===== src/rtl/sdhci_pkg.sv =====
// sdhci_pkg: shared types for the SDHCI command arbiter.
// Error bundle, Auto CMD12 status bit positions, arbiter states.
package sdhci_pkg;

  typedef struct packed {
    logic index;
    logic endbit;
    logic crc;
    logic timeout;
  } cmd_err_t;

  localparam int unsigned A12ErrNotExec   = 0;
  localparam int unsigned A12ErrTimeout   = 1;
  localparam int unsigned A12ErrCrc       = 2;
  localparam int unsigned A12ErrEndBit    = 3;
  localparam int unsigned A12ErrIndex     = 4;
  localparam int unsigned A12ErrNotIssued = 7;

  typedef enum logic [2:0] {
    ST_IDLE,
    ST_DRV_ISSUE,
    ST_DRV_WAIT,
    ST_A12_ISSUE,
    ST_A12_WAIT
  } arb_state_e;

endpackage


===== src/rtl/sdhci_cmd_arbiter.sv =====
// sdhci_cmd_arbiter: shares the CMD sequencer between driver and Auto CMD12.
// Ports: drv_* (driver req/status), a12_* (Auto CMD12), seq_* (sequencer).
module sdhci_cmd_arbiter
  import sdhci_pkg::*;
#(
  parameter logic [5:0] Acmd12Index    = 6'd12,
  parameter logic [1:0] Acmd12RespType = 2'b11
) (
  input  logic        clk_i,
  input  logic        rst_ni,
  input  logic        drv_valid_i,
  input  logic [5:0]  drv_index_i,
  input  logic [31:0] drv_arg_i,
  input  logic [1:0]  drv_resp_type_i,
  input  logic        drv_crc_chk_i,
  input  logic        drv_idx_chk_i,
  output logic        drv_inhibit_o,
  output logic        drv_done_o,
  output logic [3:0]  drv_err_o,
  input  logic        a12_req_i,
  input  logic [31:0] a12_arg_i,
  output logic        a12_busy_o,
  output logic [7:0]  a12_err_o,
  output logic        seq_start_o,
  output logic [5:0]  seq_index_o,
  output logic [31:0] seq_arg_o,
  output logic [1:0]  seq_resp_type_o,
  output logic        seq_crc_chk_o,
  output logic        seq_idx_chk_o,
  input  logic        seq_done_i,
  input  logic [3:0]  seq_err_i
);

  arb_state_e  state_q, state_d;
  logic        drv_pend_q, drv_pend_d;
  logic        a12_pend_q, a12_pend_d;

  logic [5:0]  drv_index_q;
  logic [31:0] drv_arg_q;
  logic [1:0]  drv_rtype_q;
  logic        drv_crc_q;
  logic        drv_ichk_q;

  logic [5:0]  idx_q, idx_d;
  logic [31:0] arg_q, arg_d;
  logic [1:0]  rtype_q, rtype_d;
  logic        crc_q, crc_d;
  logic        ichk_q, ichk_d;

  cmd_err_t    err;
  logic        any_err;
  logic        drv_accept;

  assign err     = cmd_err_t'(seq_err_i);
  assign any_err = |seq_err_i;

  assign drv_inhibit_o = drv_pend_q
                       | (state_q == ST_DRV_ISSUE)
                       | (state_q == ST_DRV_WAIT);
  assign a12_busy_o    = a12_pend_q
                       | (state_q == ST_A12_ISSUE)
                       | (state_q == ST_A12_WAIT);

  // The register file already blocks writes under inhibit.
  assign drv_accept = drv_valid_i & ~drv_inhibit_o;

  assign seq_index_o     = idx_q;
  assign seq_arg_o       = arg_q;
  assign seq_resp_type_o = rtype_q;
  assign seq_crc_chk_o   = crc_q;
  assign seq_idx_chk_o   = ichk_q;

  always_comb begin
    state_d     = state_q;
    drv_pend_d  = drv_pend_q;
    a12_pend_d  = a12_pend_q;
    idx_d       = idx_q;
    arg_d       = arg_q;
    rtype_d     = rtype_q;
    crc_d       = crc_q;
    ichk_d      = ichk_q;
    seq_start_o = 1'b0;
    drv_done_o  = 1'b0;
    drv_err_o   = 4'b0;
    a12_err_o   = 8'b0;

    unique case (state_q)
      ST_IDLE: begin
        // Auto CMD12 wins a tie.
        if (a12_pend_q) begin
          state_d = ST_A12_ISSUE;
          idx_d   = Acmd12Index;
          arg_d   = a12_arg_i;
          rtype_d = Acmd12RespType;
          crc_d   = 1'b1;
          ichk_d  = 1'b1;
        end else if (drv_pend_q) begin
          state_d = ST_DRV_ISSUE;
          idx_d   = drv_index_q;
          arg_d   = drv_arg_q;
          rtype_d = drv_rtype_q;
          crc_d   = drv_crc_q;
          ichk_d  = drv_ichk_q;
        end
      end
      ST_DRV_ISSUE: begin
        seq_start_o = 1'b1;
        state_d     = ST_DRV_WAIT;
      end
      ST_DRV_WAIT: begin
        if (seq_done_i) begin
          drv_done_o = 1'b1;
          drv_err_o  = seq_err_i;
          drv_pend_d = 1'b0;
          if (any_err && a12_pend_q) begin
            a12_pend_d = 1'b0;
            a12_err_o[A12ErrNotExec] = 1'b1;
          end
          state_d = ST_IDLE;
        end
      end
      ST_A12_ISSUE: begin
        seq_start_o = 1'b1;
        state_d     = ST_A12_WAIT;
      end
      ST_A12_WAIT: begin
        if (seq_done_i) begin
          a12_err_o[A12ErrIndex]   = err.index;
          a12_err_o[A12ErrEndBit]  = err.endbit;
          a12_err_o[A12ErrCrc]     = err.crc;
          a12_err_o[A12ErrTimeout] = err.timeout;
          a12_pend_d = 1'b0;
          // Queued driver command is dropped, not reported as done.
          if (any_err && drv_pend_q) begin
            drv_pend_d = 1'b0;
            a12_err_o[A12ErrNotIssued] = 1'b1;
          end
          state_d = ST_IDLE;
        end
      end
      default: state_d = ST_IDLE;
    endcase

    // A new request beats a same-cycle completion.
    if (drv_accept) drv_pend_d = 1'b1;
    if (a12_req_i)  a12_pend_d = 1'b1;
  end

  always_ff @(posedge clk_i or negedge rst_ni) begin
    if (!rst_ni) begin
      state_q    <= ST_IDLE;
      drv_pend_q <= 1'b0;
      a12_pend_q <= 1'b0;
      idx_q      <= '0;
      arg_q      <= '0;
      rtype_q    <= '0;
      crc_q      <= 1'b0;
      ichk_q     <= 1'b0;
    end else begin
      state_q    <= state_d;
      drv_pend_q <= drv_pend_d;
      a12_pend_q <= a12_pend_d;
      idx_q      <= idx_d;
      arg_q      <= arg_d;
      rtype_q    <= rtype_d;
      crc_q      <= crc_d;
      ichk_q     <= ichk_d;
    end
  end

  always_ff @(posedge clk_i or negedge rst_ni) begin
    if (!rst_ni) begin
      drv_index_q <= '0;
      drv_arg_q   <= '0;
      drv_rtype_q <= '0;
      drv_crc_q   <= 1'b0;
      drv_ichk_q  <= 1'b0;
    end else if (drv_accept) begin
      drv_index_q <= drv_index_i;
      drv_arg_q   <= drv_arg_i;
      drv_rtype_q <= drv_resp_type_i;
      drv_crc_q   <= drv_crc_chk_i;
      drv_ichk_q  <= drv_idx_chk_i;
    end
  end

endmodule


===== config.mk =====
export PLATFORM = sky130hd
export DESIGN_NAME = sdhci_cmd_arbiter
export DESIGN_NICKNAME = d
export VERILOG_FILES = /design/src/rtl/sdhci_pkg.sv /design/src/rtl/sdhci_cmd_arbiter.sv
export SDC_FILE = /design/constraint.sdc
export NUM_CORES = 1
export LEC_CHECK = 0
export ABC_AREA = 1
export BUFFER_PORTS_ARGS = -buffer_cell sky130_fd_sc_hd__buf_2
export CAP_MARGIN = 20
export CORE_UTILIZATION = 50
export DETAILED_ROUTE_END_ITERATION = 16
export PLACE_DENSITY = 0.8
export SETUP_SLACK_MARGIN = 0.5
export SLEW_MARGIN = 20
export SYNTH_ARGS = -nofsm -noshare
export SYNTH_HDL_FRONTEND = slang
export SYNTH_SLANG_ARGS = --single-unit
export TNS_END_PERCENT = 20

===== constraint.sdc =====
create_clock -name clk_i -period 1.7 [get_ports clk_i]
set_input_delay 0.34 -clock clk_i [delete_from_list [all_inputs] [get_ports clk_i]]
set_output_delay 0.34 -clock clk_i [all_outputs]
set_load 0.02 [all_outputs]

==> Yosys cells after proc, flatten, opt, wreduce, memory -nomap -nowiden <==
Cells that the tools add are included.
{ "totals": {"out_inout_bits": 58, "elab_cells": 79, "regBits": 89, "in_bits": 83} }
{ "classes": {"n_mux": 35, "n_eq_ne": 12, "bitwise": 6, "n_reduce_logical": 13} }
{ "ops": {"columns": ["cell", "count"], "rows": [
  ["two-way mux 32 bit", 2],
  ["two-way mux 1 bit", 20],
  ["!= test 3 bit, second input constant", 5],
  ["two-way mux 4 bit", 3],
  ["two-way mux 6 bit", 2],
  ["case mux 3 bit (4 select lines)", 1],
  ["two-way mux 3 bit", 3],
  ["AND reduction 4 bit", 2],
  ["equality test 3 x 2 -> 1 bit, second input constant", 2],
  ["!= test 3 x 2 -> 1 bit, second input constant", 2],
  ["nonzero test 3 bit", 2],
  ["two-way mux 2 bit", 2],
  ["OR 1 bit", 4],
  ["case mux 1 bit (2 select lines)", 2],
  ["AND reduction 2 bit", 2],
  ["OR reduction 2 bit", 2],
  ["OR reduction 4 bit", 1],
  ["equality test 3 x 1 -> 1 bit, second input constant", 1],
  ["equality test 3 bit, second input constant", 1],
  ["logical NOT 3 bit", 1],
  ["logical AND 1 bit", 2],
  ["!= test 2 x 1 -> 1 bit, second input constant", 1],
  ["nonzero test 2 bit", 1],
  ["AND 1 bit", 1],
  ["inverter 1 bit", 1]
]} }

==> Longest topological paths before layout <==
Gate-level depths: netlist of run 1.
{ "logic_depth": {"depth_word": 7, "ltp_mapped": 8, "mapped_depth_nobuf": 7} }

==> Worst setup path before layout of run 1 <==
Ideal clock, no wire load.
{ "synth_timing": {"path_type": "reg2out", "start": "register state_q[1]", "end": "output port a12_err_o[7]", "arrival_time_ns": 1.294, "required_time_ns": 1.360, "n_path_buf": 0, "setup_slack_ns": 0.066, "stages_incl_launch_ff": 4, "path_cell_list": "dfrtp_1 nor2_2 nand3_1 nor3_1"} }
{ "synth_via": {"elab_chain_cells": 2} }
{ "synth_rtl": {"columns": ["item", "line", "text"], "rows": [
  ["start: declaration", "sdhci_cmd_arbiter.sv:34", "arb_state_e state_q, state_d;"],
  ["start signal: assignment", "sdhci_cmd_arbiter.sv:160", "state_q <= state_d;"],
  ["equality test 3 bit", "sdhci_cmd_arbiter.sv:87", "unique case (state_q)"],
  ["two-way mux 1 bit", "sdhci_cmd_arbiter.sv:87", null],
  ["end: declaration", "sdhci_cmd_arbiter.sv:23", "output logic [7:0] a12_err_o,"]
]} }
No other way between the ends.

==> Worst setup path in the final report of run 1 <==
{ "layout_timing": {"start": "register state_q[1]", "end": "output port a12_err_o[0]"} }
{ "layout_via": {"elab_chain_cells": 2} }
{ "layout_rtl": {"columns": ["item", "line"], "rows": [
  ["equality test 3 x 2 -> 1 bit", "sdhci_cmd_arbiter.sv:87"],
  ["two-way mux 1 bit", "sdhci_cmd_arbiter.sv:87"]
]} }
No other way between the ends.

==> metrics, run 1 <==
run status complete, but fails checks; failing checks negative setup slack; drt pass-1 iters 4; clk slew on worst S/H paths 0.09 ns; ys async rst share 1.00; Required @ worst endpoint 1.36 ns; DP HPWL 6.90 mm; Site Rows 32; Post-Syn Instances 465; Starting Density 0.522; post-synth top area cell dfrtp_1; kind of critical path register to output pin; Hold Path Depth 3; critical path's top delay family buffers and inverters; NetSw 5970 µW; P&R area growth vs syn 51.5%; power density over the cells 2170 nW/µm²; Tot Pwr 13500 µW; final hold slack 0.155 ns; die height 92.6 µm; Final WS setup -0.124 ns; Synth area leaders dfrtp_1 (54%), nand2_1 (17%), nand4_1 (6.7%); first-pass GRT wire length 19.3 mm; fmax 548 MHz; largest net degree at the start of global routing 44; Routed Antenna Nets 0; RSZ-0062 raised after global routing yes; GRT Total Usage 0.292; min Tclk post-route 1.82 ns; Synth top area share 0.543; input/output buffers 138; P_int 7520 µW; clock network power share 0.107; critical path's slowest cell dfrtp_2; vias in the first global route 4001; CTS tree yes; WL met1 5.19 mm; top routing layer used met4; DRC 0; clk root buf clkbuf_8; RR Endpoint seq_arg_o[16]$_DFFE_PN0P_; Tcrit/Tclk final 1.07; core footprint 7850 µm²; clock buffer depth 2; Critical Path Source Type register; num ports 141; most common cell in the synthesized netlist nand2_1; reg2reg setup slack -0.10 ns; post-synthesis cell type count 25; met2 wire length 6.75 mm; Ant. Diodes 0; Sw Share 0.443; Final Setup Violations 55; worst clock skew 0.0119 ns; TritonCTS Buffers 9; synthesized flop and latch total 89; Worst Path Arrival 1.48 ns; clk sink count 89; met3 wire length 928 µm; die footprint 8570 µm²; critical path endpoint category output pin; share of layout cells above drive strength 1 0.519; Final #Nets 701; Min-Delay Endpoint a12_pend_q$_DFFE_PN0P_; total global routing overflow 0; via count 4061; clk_lat worst skew 0.35 ns; worst r2r path cells 11; CP max stage delay 0.44 ns; combinational group share of total power 0.587; number of flops mapped to enable cells by yosys 0; H-tree levels 3; CP max FO 7; starting DRC count in detailed routing 182; CP cell instances buf_6, nand4_1, buf_6, nor3_4, buf_6; synth warn 0; type of the most critical hold path input pin to register; pre-CTS WS 0.105 ns; endpoints failing hold 0; Die X 92.6 µm; Max Cap Violations 0; Final Max Tran Viols 0; ys flop type dfrtp_1; most frequent cells after synthesis nand2_1 (184), dfrtp_1 (89), nand4_1 (44); Critical R2R Launch state_q[1]$_DFFE_PN0P_; Mapped Area 4100 µm²; Hold Startpoint a12_req_i; Flop pwr share 0.306; WL/cell 18.1 µm; CP Buf/Inv Count 3; cell mode on critical path buf_6; Via-to-Cell Ratio 5.62; sequential area share after synthesis 0.543; LEAKAGE 0.00316 µW; worst vdd ir 1.05 mV; Final GP Congestion 0.812; post-synthesis area per instance 8.82 µm²; initial antenna violation count 0; Routed WL 13.1 mm
## flip-flops by register name, summed over array words and instances (netlist names)
signal	count
seq_arg_o	32
state_q	3
seq_crc_chk_o	1
drv_pend_q	1
drv_ichk_q	1
drv_index_q	6
drv_arg_q	32
seq_idx_chk_o	1
seq_index_o	6
seq_resp_type_o	2
drv_crc_q	1
drv_rtype_q	2
a12_pend_q	1
## worst max path at each step
stage	from	endpoint	depth (start not counted)
final	state_q[1]$_DFFE_PN0P_	a12_err_o[0]	5
after CTS	state_q[0]$_DFFE_PN0P_	a12_err_o[7]	4
after detailed placement	a12_pend_q$_DFFE_PN0P_	seq_resp_type_o[1]$_DFFE_PN0P_	7
after global routing	state_q[1]$_DFFE_PN0P_	a12_err_o[7]	4
after floorplan	state_q[0]$_DFFE_PN0P_	drv_err_o[0]	3
after global placement	state_q[0]$_DFFE_PN0P_	a12_err_o[0]	4
## power groups by stage
stage	Sequential (µW)	Clock, µW	Combinational [µW]
floorplan	4310	0	3060
global placement	3770	0	4740
detailed placement	3800	0	4910
CTS	3960	1430	7090
global route	4210	1540	8410
finish	4130	1440	7910
## layout make-up
class | count | area, µm²
Sequential cell | 89 | 2230
Multi-Input combinational cell | 327 | 2030
Timing Repair Buffer | 175 | 1540
Clock buffer | 11 | 141
Clock inverter | 3 | 42.5
Inverter | 15 | 72.6
Tap cell | 102 | 128
Timing Repair inverter | 1 | 20.0
Fill cell | 487 | 1640
## metal layers
layer | GRT usage | up-vias
li1 | - | 1844
met1 | 0.373 | 1987
met2 | 0.506 | 213
met3 | 0.0476 | 17
met4 | 0.0951 | 0
met5 | 0 | -
## metrics by stage
| stage | setup TNS [ns] | utilization | std cells | instance area (µm²) |
|---|---|---|---|---|
| 2_1_floorplan | 0 | - | 466 | 4170 |
| 3_3_place_gp | 0 | 0.623 | 682 | 4890 |
| 3_5_place_dp | 0 | 0.623 | 682 | 4890 |
| 4_1_cts | -0.180 | 0.756 | 719 | 5930 |
| 5_1_grt | -6.17 | 0.791 | 723 | 6210 |
| 6_report | -4.03 | 0.791 | 723 | 6210 |
## placed cells by master (no fill, tap or decap), types with 4 or more instances in the layout
cell type,instances
nor2_4,6
inv_2,7
nand2_4,26
nand4_1,44
buf_16,4
o21ai_1,5
buf_6,60
inv_1,7
o211ai_1,33
buf_2,82
clkbuf_8,10
nor2_1,5
buf_12,10
or2_2,29
buf_4,18
nand2_2,52
nand2_1,107
dfrtp_1,86
nand3_1,4
## kinds of logic after synthesis
logic type,share of synthesized area
buffers and inverters,0.0632
AO/OA/AOI/OAI,0.0729
flip-flops,0.543
AND/OR/NAND/NOR,0.320
other,0.000915
## what timing repair did
item / CTS / global route
endpoints found under the setup margin: 142 / 144
cloned: 4 / 0
pin swaps: 78 / 56
setup buffers: 18 / 4
hold buffers: 1 / 0
hold endpoints to repair: 25 / 0
resized for setup: 189 / 64
## worst register-to-register path, delay by kind of cell, from the launching register on
kind,cells,cell delay [ns]
buffers and inverters,6,0.65
flip-flops,1,0.46
AND/OR/NAND/NOR,4,0.55
AO/OA/AOI/OAI,1,0.09
(Power assumes the default switching activity.)
==> inputs of run 2 (changes only) <==
CELL_PAD_IN_SITES_DETAIL_PLACEMENT = 0   (was not set)
CELL_PAD_IN_SITES_GLOBAL_PLACEMENT = 1   (was not set)
CORE_UTILIZATION = 39   (was 50)
PLACE_DENSITY = 0.84   (was 0.8)
clock period = 2.1 ns   (was 1.7 ns; I/O delays follow)
==> run 2 against run 1 <==
Effect of this change:
- the run now ends clean
- sequential share of layout area is 5.9 points higher
- non-clock buffer count is 14 lower
- worst hold slack worse by 0.10 ns
- register-to-register slack better by 0.54 ns
- clock-buffer cell count is 2 higher
==> metrics, run 2 (synthesis gave the netlist of run 1 again) <==
run status finished clean (was complete, but fails checks); Site Rows 37 (was 32); NetSw 3840 µW (was 5970 µW); Flop pwr share 0.356 (was 0.306); num ports 141 (unchanged); Cells after DPL 715 (was 682); commonest non-fill, non-tap cell in the layout nand2_1 (unchanged); Ant. Diodes 0 (unchanged); crit path from state_q[0]$_DFFE_PN0P_ (was state_q[1]$_DFFE_PN0P_); largest net degree at the start of global routing 48 (was 44); core footprint 10300 µm² (was 7850 µm²); clk root buf clkbuf_8 (unchanged); DRC 0 (unchanged); Final #Nets 686 (was 701); Sw Share 0.449 (was 0.443); critical path endpoint category output pin (unchanged); H-tree levels 3 (unchanged); CTS tree yes (unchanged); area of the multi-input gates 1710 µm² (was 2030 µm²); reg2reg setup slack 0.44 ns (was -0.10 ns); via count 3694 (was 4061); Max Cap Violations 0 (unchanged); starting DRC count in detailed routing 211 (was 182); min Tclk post-route 1.84 ns; fmax 544 MHz; first-pass GRT wire length 17.8 mm (was 19.3 mm); setup TNS 0 ns (was -4.03 ns); combinational group share of total power 0.505 (was 0.587); Tcrit/Tclk final 0.875; TritonCTS Buffers 9 (unchanged); DP HPWL 7.06 mm (was 6.90 mm); die height 105 µm (was 92.6 µm); CTS Hold Bufs 0 (was 1); Worst-Margin Slew 0.688 ns; P&R area growth vs syn 30.0% (was 51.5%); # fillers 1031 (was 487); register area 2230 µm² (unchanged); clock buffer depth 2 (unchanged); Critical Path Source Type register (unchanged); LEAKAGE 0.00287 µW (was 0.00316 µW); Final Max Tran Viols 0 (unchanged); headroom to the max-slew limit 0.541; drt pass-1 iters 5 (was 4); share of layout cells above drive strength 1 0.386 (was 0.519); Final GP Congestion 0.810 (was 0.812); Routed Antenna Nets 0 (unchanged); initial antenna violation count 0 (unchanged); worst vdd ir 0.874 mV (was 1.05 mV); input/output buffers 138 (unchanged); Worst Path Arrival 1.42 ns (was 1.48 ns); RSZ-0062 raised after global routing yes (unchanged); WL/cell 14.9 µm (was 18.1 µm); Starting Density 0.399 (was 0.522); worst clock skew 0.0135 ns (was 0.0119 ns); clock network power share 0.139 (was 0.107); Routed WL 11.1 mm (was 13.1 mm); Critical R2R Launch state_q[0]$_DFFE_PN0P_ (was state_q[1]$_DFFE_PN0P_); kind of critical path register to output pin (unchanged); P_int 4700 µW (was 7520 µW); RR Endpoint drv_arg_q[0]$_DFFE_PN0P_ (was seq_arg_o[16]$_DFFE_PN0P_); clk sink count 89 (unchanged); clk slew on worst S/H paths 0.09 ns (about the same); Final Instance Count excl. Fillers 743 (was 723); die footprint 10900 µm² (was 8570 µm²); GRT Total Usage 0.209 (was 0.292); type of the most critical hold path input pin to async pin (was input pin to register); CP max FO 6 (was 7); Required @ worst endpoint 1.68 ns (was 1.36 ns); vias in the first global route 3567 (was 4001); most frequent cells in the layout nand2_1 (181), buf_2 (124), dfrtp_1 (86) (was nand2_1 (107), dfrtp_1 (86), buf_2 (82)); fin area 5330 µm² (was 6210 µm²); total global routing overflow 0 (unchanged); Final Setup Violations 0 (was 55); Via-to-Cell Ratio 4.97 (was 5.62); worst r2r path cells 5 (was 11); power density over the cells 1600 nW/µm² (was 2170 nW/µm²); clk_lat worst skew 0.35 ns (about the same); placed cell area 4860 µm² (was 4890 µm²); Die X 105 µm (was 92.6 µm); endpoints failing hold 0 (unchanged)
## run 2: changes by cell type in the layout (fill, tap and decap cells not counted), sizes merged
| cell | before | now |
|---|---|---|
| clkinv | 1 | 0 |
| dlygate4sd3 | 1 | 0 |
| buf | 174 | 161 |
| clkbuf | 11 | 13 |
| inv | 16 | 15 |
## run 2: cell type report
class                           count  share of cell area
Clock buffer                       13              0.0298
Clock inverter                      2             0.00704
Inverter                           15              0.0120
Multi-Input combinational cell    327               0.322
Sequential cell                    89               0.418
Tap cell                          136              0.0319
Timing Repair Buffer              161               0.179
## run 2: worst max-delay path, stage by stage, from the launching register on
cell	delay [ns]
dfrtp_2	0.45
nor2_4	0.16
nand3_4	0.13
nor3_2	0.17
buf_4	0.16
## run 2: worst max-delay path by stage
stage / to / slack, ns / cells past startpoint
2_1_floorplan: a12_err_o[0] / 0.41 / 3
3_3_place_gp: seq_index_o[5]$_DFFE_PN0P_ / 0.41 / 7
3_5_place_dp: drv_rtype_q[1]$_DFFE_PN0P_ / 0.34 / 5
4_1_cts: a12_err_o[0] / 0.28 / 5
5_1_grt: a12_err_o[7] / 0.20 / 4
6_report: a12_err_o[7] / 0.26 / 4
## run 2: per-stage QoR
stage          worst slack (ns)  hold slack, ns   util  total power, µW
6_report                  0.263          0.0513  0.519             8540
5_1_grt                   0.199          0.0825  0.519             9220
4_1_cts                   0.278          0.0620  0.513             8500
3_5_place_dp              0.344           0.455  0.473             6990
3_3_place_gp              0.412           0.448  0.473             6870
2_1_floorplan             0.406           0.124      -             5840
## run 2: power groups by stage
stage | sequential, µW | clock, µW | combinational [µW]
3_5_place_dp | 3060 | 0 | 3930
3_3_place_gp | 3040 | 0 | 3830
2_1_floorplan | 3470 | 0 | 2370
4_1_cts | 3040 | 1210 | 4250
5_1_grt | 3140 | 1280 | 4790
6_report | 3040 | 1190 | 4310
## run 2: routing by layer
layer,GRT usage,up-vias,part of all wire
li1,-,1817,-
met1,0.295,1742,0.46
met2,0.319,124,0.48
met3,0.0518,11,0.053
met4,0.0571,0,0.014
met5,0,-,0
## run 2: timing repair
| item | in CTS | in global routing |
|---|---|---|
| gates resized for setup | 47 | 9 |
| buffers inserted | 9 | 4 |
| pin swaps | 6 | 6 |
| endpoints found under the setup margin | 99 | 97 |
